<file path="src/rtl/vend_pkg.sv">
// vend_pkg: coin values, drink codes/prices and change dispenser state encoding shared across the vending slice
package vend_pkg;
  localparam logic [31:0] COIN_10 = 32'd10;
  localparam logic [31:0] COIN_5  = 32'd5;
  localparam logic [31:0] COIN_1  = 32'd1;
  typedef enum logic [2:0] {
    NO_CHOOSE = 3'd0,
    TEA       = 3'd1,
    COKE      = 3'd2,
    COFFEE    = 3'd3,
    MILK      = 3'd4
  } drink_t;
  localparam logic [31:0] PRICE_TEA    = 32'd10;
  localparam logic [31:0] PRICE_COKE   = 32'd15;
  localparam logic [31:0] PRICE_COFFEE = 32'd20;
  localparam logic [31:0] PRICE_MILK   = 32'd25;
  typedef enum logic [1:0] {
    S_IDLE     = 2'd0,
    S_DISPENSE = 2'd1,
    S_DONE     = 2'd2
  } state_t;
endpackage

</file>
<file path="src/rtl/change_dispenser_denom_select.sv">
// denom_select: greedy pick of the largest in-stock coin not exceeding the remaining amount
module denom_select
  import vend_pkg::*;
(
  input  logic [31:0] remaining,
  input  logic        stock10_nz,
  input  logic        stock5_nz,
  output logic [31:0] coin
);
  always_comb
    coin = (remaining >= COIN_10 && stock10_nz) ? COIN_10 :
           (remaining >= COIN_5 && stock5_nz)   ? COIN_5  :
           (remaining != '0)                    ? COIN_1  : '0;
endmodule

</file>
<file path="src/rtl/change_dispenser.sv">
// change_dispenser: pays a change amount back as a valid/ready stream of 10/5/1 coins
// Optional tube stock tracking for 10s and 5s is enabled by defining COIN_STOCK_EN.
module change_dispenser
  import vend_pkg::*;
#(
  parameter logic [7:0] STOCK10_INIT = 8'd8,
  parameter logic [7:0] STOCK5_INIT  = 8'd8
)(
  input  logic        clk,
  input  logic        reset,
  input  logic [31:0] change_in,
  input  logic        change_valid,
  output logic        busy,
  output logic [31:0] coin_out,
  output logic        coin_valid,
  input  logic        coin_ready,
  output logic        done,
  output logic [7:0]  stock10,
  output logic [7:0]  stock5
);
  state_t      r_state;
  logic [31:0] r_remaining;
  logic [31:0] w_coin;
  logic        w_s10_nz;
  logic        w_s5_nz;

  denom_select u_sel (
    .remaining (r_remaining),
    .stock10_nz(w_s10_nz),
    .stock5_nz (w_s5_nz),
    .coin      (w_coin)
  );

  assign busy       = r_state != S_IDLE;
  assign coin_valid = r_state == S_DISPENSE;
  assign coin_out   = coin_valid ? w_coin : '0;
  assign done       = r_state == S_DONE;

  always_ff @(posedge clk or posedge reset) begin
    if (reset) begin
      r_state     <= S_IDLE;
      r_remaining <= '0;
    end else begin
      case (r_state)
        S_IDLE:
          if (change_valid) begin
            r_remaining <= change_in;
            r_state     <= (change_in != '0) ? S_DISPENSE : S_DONE;
          end
        S_DISPENSE:
          if (coin_ready) begin
            r_remaining <= r_remaining - w_coin;
            r_state     <= (r_remaining == w_coin) ? S_DONE : S_DISPENSE;
          end
        default: r_state <= S_IDLE;
      endcase
    end
  end

`ifdef COIN_STOCK_EN
  logic [7:0] r_stock10;
  logic [7:0] r_stock5;
  always_ff @(posedge clk or posedge reset) begin
    if (reset) begin
      r_stock10 <= STOCK10_INIT;
      r_stock5  <= STOCK5_INIT;
    end else if (coin_valid && coin_ready) begin
      if (w_coin == COIN_10 && r_stock10 != '0) r_stock10 <= r_stock10 - 8'd1;
      if (w_coin == COIN_5 && r_stock5 != '0) r_stock5 <= r_stock5 - 8'd1;
    end
  end
  assign w_s10_nz = r_stock10 != '0;
  assign w_s5_nz  = r_stock5 != '0;
  assign stock10  = r_stock10;
  assign stock5   = r_stock5;
`else
  logic w_unused;
  assign w_unused = ^{STOCK10_INIT, STOCK5_INIT};
  assign w_s10_nz = 1'b1;
  assign w_s5_nz  = 1'b1;
  assign stock10  = '0;
  assign stock5   = '0;
`endif
endmodule
</file>
<file path="config.mk">
export PLATFORM = sky130hd
export DESIGN_NAME = change_dispenser
export DESIGN_NICKNAME = d
export VERILOG_FILES = /design/src/rtl/vend_pkg.sv /design/src/rtl/change_dispenser_denom_select.sv /design/src/rtl/change_dispenser.sv
export SDC_FILE = /design/constraint.sdc
export NUM_CORES = 1
export LEC_CHECK = 0
export CELL_PAD_IN_SITES_DETAIL_PLACEMENT = 0
export CELL_PAD_IN_SITES_GLOBAL_PLACEMENT = 1
export CORE_AREA = 2 2 74 129
export CTS_BUF_LIST = sky130_fd_sc_hd__clkbuf_16
export DETAILED_ROUTE_END_ITERATION = 6
export DIE_AREA = 0 0 76 131
export GPL_TIMING_DRIVEN = 0
export PLACE_DENSITY = 0.83
export SKIP_CTS_REPAIR_TIMING = 1
export SYNTH_ARGS = -nofsm -noshare
export SYNTH_HDL_FRONTEND = slang
export SYNTH_SLANG_ARGS = --single-unit
</file>
<file path="constraint.sdc">
create_clock -name clk -period 8.75 [get_ports clk]
set_input_delay 2.1875 -clock clk [delete_from_list [all_inputs] [get_ports clk]]
set_output_delay 2.1875 -clock clk [all_outputs]
set_load 0.1 [all_outputs]
</file>
==> summary.md <==
| Metric | Value |
|---|---|
| Outcome | finished clean |
| Yosys Warn Count | 0 |
| Skew final | 9.79 ps |
| TritonCTS buffer count | 5 |
| Crit share post-route | 67.1% |
| Clk sink count | 34 |
| Top-count cell post-synth | nor2_1 |
| Synth Area in Adders | 2.43% |
| Fillers | 942 |
| Synth top area cells | dfrtp_1 30%, buf_4 12%, nor2_1 6.2% |
| Pwr dens | 242 nW/um2 |
| Drt wl/cell | 16.7 um |
| Mux cell area share after synthesis | 5.90% |
| Cell Rows | 46 |
| Crit path DAT | between 3000 and 4000 ps |
| Combinational family with the most area after synthesis | simple AND/OR/NAND/NOR gates |
| Endpoints failing setup | 0 |
| GRT overflow | 0 |
| Crit Path Max Fanout | 6 |
| XOR/XNOR share of the synthesized area | 0.304% |
| Clk root buf | clkbuf_16 |
| Max-capacitance violation count | 0 |
| Vias | 2959 |
| DR pass1 iterations | 4 |
| Final GP Congestion | 0.937 |
| Die height | 131 um |
| Seq cells post-synth | 34 |
| WL final | about 9600 um |
| Post-Syn Instances | 361 |
| Area leader, netlist | dfrtp_1 |
| H-Tree Depth | 2 |
| Finished Core Util | approximately 42% |
| Post-synthesis sequential area ratio | 29.5% |
| Final nets | about 500 |
| Die Wd | about 76 um |
| Cell Area, Synth | 2880 um2 |
| Worst skew pair latency | 290 ps |
| First-pass GRT wire length | between 15000 and 20000 um |
| Core footprint | 8920 um2 |
| Ports | 87 |
| RSZ-0062 raised after global routing | false |
| GRT Util Overall | around a fifth |
| Synth Area in Simple Gates | between 30% and 40% |
| Largest net degree at the start of global routing | 35 |
| Initial core utilization | 32.3% |
| Critical path startpoint category | register |
| Number of port buffers | 42 |
| Asr flop ratio synth | 100% |
| Synth Area in Compound Gates | ~16% |
| Vias in the first global route | 2891 |
| Max Slew Vio Count | 0 |
| Layout cell share with drive strength beyond 1 | 14.3% |
| Clock-pin slew on the worst setup and hold paths | about 60 ps |
| Top cells by count, synth | 48 x nor2_1, 45 x buf_4, 34 x dfrtp_1, 28 x nand2_1, 20 x a21oi_1 |
| CTS tree | yes |
| Max IR drop VDD | between 0.1 and 0.15 mV |
| Final hold vios | 0 |
| CP Class | register to primary output |
| Syn_area_per_cell | 7.99 um2 |
| Pleak | 0.00163 uW |
| Top FF cell, synth | dfrtp_1 |
| Routed Antenna Nets | 0 |
| 1st-iter DRT viols | 162 |
| Post-synth EDFFs | 0 |
| Achievable Freq | 170 MHz |
| Die area | 9960 um2 |
| Min Tclk post-route | 5870 ps |
| Worst-margin pin slew | 966 ps |
| Unique masters post-synth | 51 |
| Final Non-Filler Cells | 574 |
| CTS max path bufs | 2 |
| Setup tns final | 0 ps |
| Min-delay worst type | register to register |
| Via/cell ratio | 5.16 |
| Crit. End Element | primary output |
| Drt drc | 0 |
| ANT cells | 0 |
| Synth-to-Final Area Change | 30.6% |
| Slew headroom | 35.4% |
| Initial antenna violation count | 0 |
| Worst EP required | 6560 ps |
| Post-synth top area share | 29.5% |
| Placed instance count | 566 |
| Final HPWL DP | 7310 um |
==> critical path, cell delays in order (launching register included) <==
cell             delay [ps]
dfrtp_1                 410
nor4_1                  550
nand4b_1                360
nor4b_2                 580
nand2_1                 190
inv_1                   140
nor2_1                   70
buf_4                   150
clkdlybuf4s50_1         950
==> final timing paths <==
check,slack (ps),cells past startpoint,to,startpoint
hold reg to reg,570,2,r_remaining[0]$_DFFE_PP0P_,r_remaining[0]$_DFFE_PP0P_
setup reg to reg,4520,10,r_remaining[16]$_DFFE_PP0P_,r_remaining[19]$_DFFE_PP0P_
min in group asynchronous,2370,2,r_state[1]$_DFFE_PP0P_,reset
hold / removal,570,2,r_remaining[0]$_DFFE_PP0P_,r_remaining[0]$_DFFE_PP0P_
setup / recovery,2880,8,coin_out[3],r_remaining[19]$_DFFE_PP0P_
max in group asynchronous,5870,2,r_remaining[12]$_DFFE_PP0P_,reset
==> per-stage QoR <==
step                      instance area [um2]  total power (uW)  hold WS, ps  worst slack (ps)
after floorplan                          3050               633          506              2890
after global placement                   3620               721          552              3150
after detailed placement                 3620               730          560              3120
after CTS                                3750               902          582              2810
after global routing                     3770               968          601              2590
final                                    3770               913          573              2880
==> sequential cells by signal, summed over array words and instances (netlist names) <==
register     cells
r_state          2
r_remaining     32
==> routing by layer <==
metal | vias to the layer above | part of all wire, % | wire (um) | GRT usage [%]
met2 | 135 | 55 | 5220 | 38.2
met3 | 20 | 6.7 | 645 | 3.71
met1 | 1391 | 36 | 3410 | 19.9
li1 | 1413 | - | - | -
met5 | - | 0 | 0 | 0
met4 | 0 | 3.0 | 289 | 11.3
==> layout by cell type, fill, tap and decap left out, drive strengths merged, types with 11 or more instances in the layout <==
cell type / synthesis / final
clkdlybuf4s50: 0 / 42
clkbuf: 14 / 19
nor3: 15 / 15
mux2i: 17 / 17
buf: 49 / 49
conb: 1 / 44
a21oi: 20 / 20
nor4: 21 / 21
o22ai: 11 / 11
nor2: 48 / 48
o21ai: 13 / 13
dfrtp: 34 / 34
nand2: 28 / 28
==> power breakdown <==
| group | internal, uW | switching, uW | leakage, uW |
|---|---|---|---|
| combinational | 178 | 291 | 0.00113 |
| sequential | 207 | 64.2 | 0.000435 |
| clock | 103 | 69.9 | 0.0000724 |
==> layout make-up <==
| class | instances | area, um2 | area share [%] |
|---|---|---|---|
| Timing Repair Buffer | 42 | 420 | 11.2 |
| Buffer | 63 | 414 | 11.0 |
| Tap cell | 120 | 150 | 3.99 |
| Multi-Input combinational cell | 298 | 1760 | 46.7 |
| Clock buffer | 5 | 125 | 3.32 |
| Inverter | 9 | 33.8 | 0.897 |
| Clock inverter | 3 | 12.5 | 0.332 |
| Sequential cell | 34 | 851 | 22.6 |
==> cells by family after synthesis <==
family                   Yosys count
buffers and inverters             72
XOR/XNOR                           1
multiplexers                      17
flip-flops                        34
adder cells (fa/ha/maj)            5
AO/OA/AOI/OAI                     70
other                              1
AND/OR/NAND/NOR                  161
Note: power is estimated with default switching activity, not from simulation.
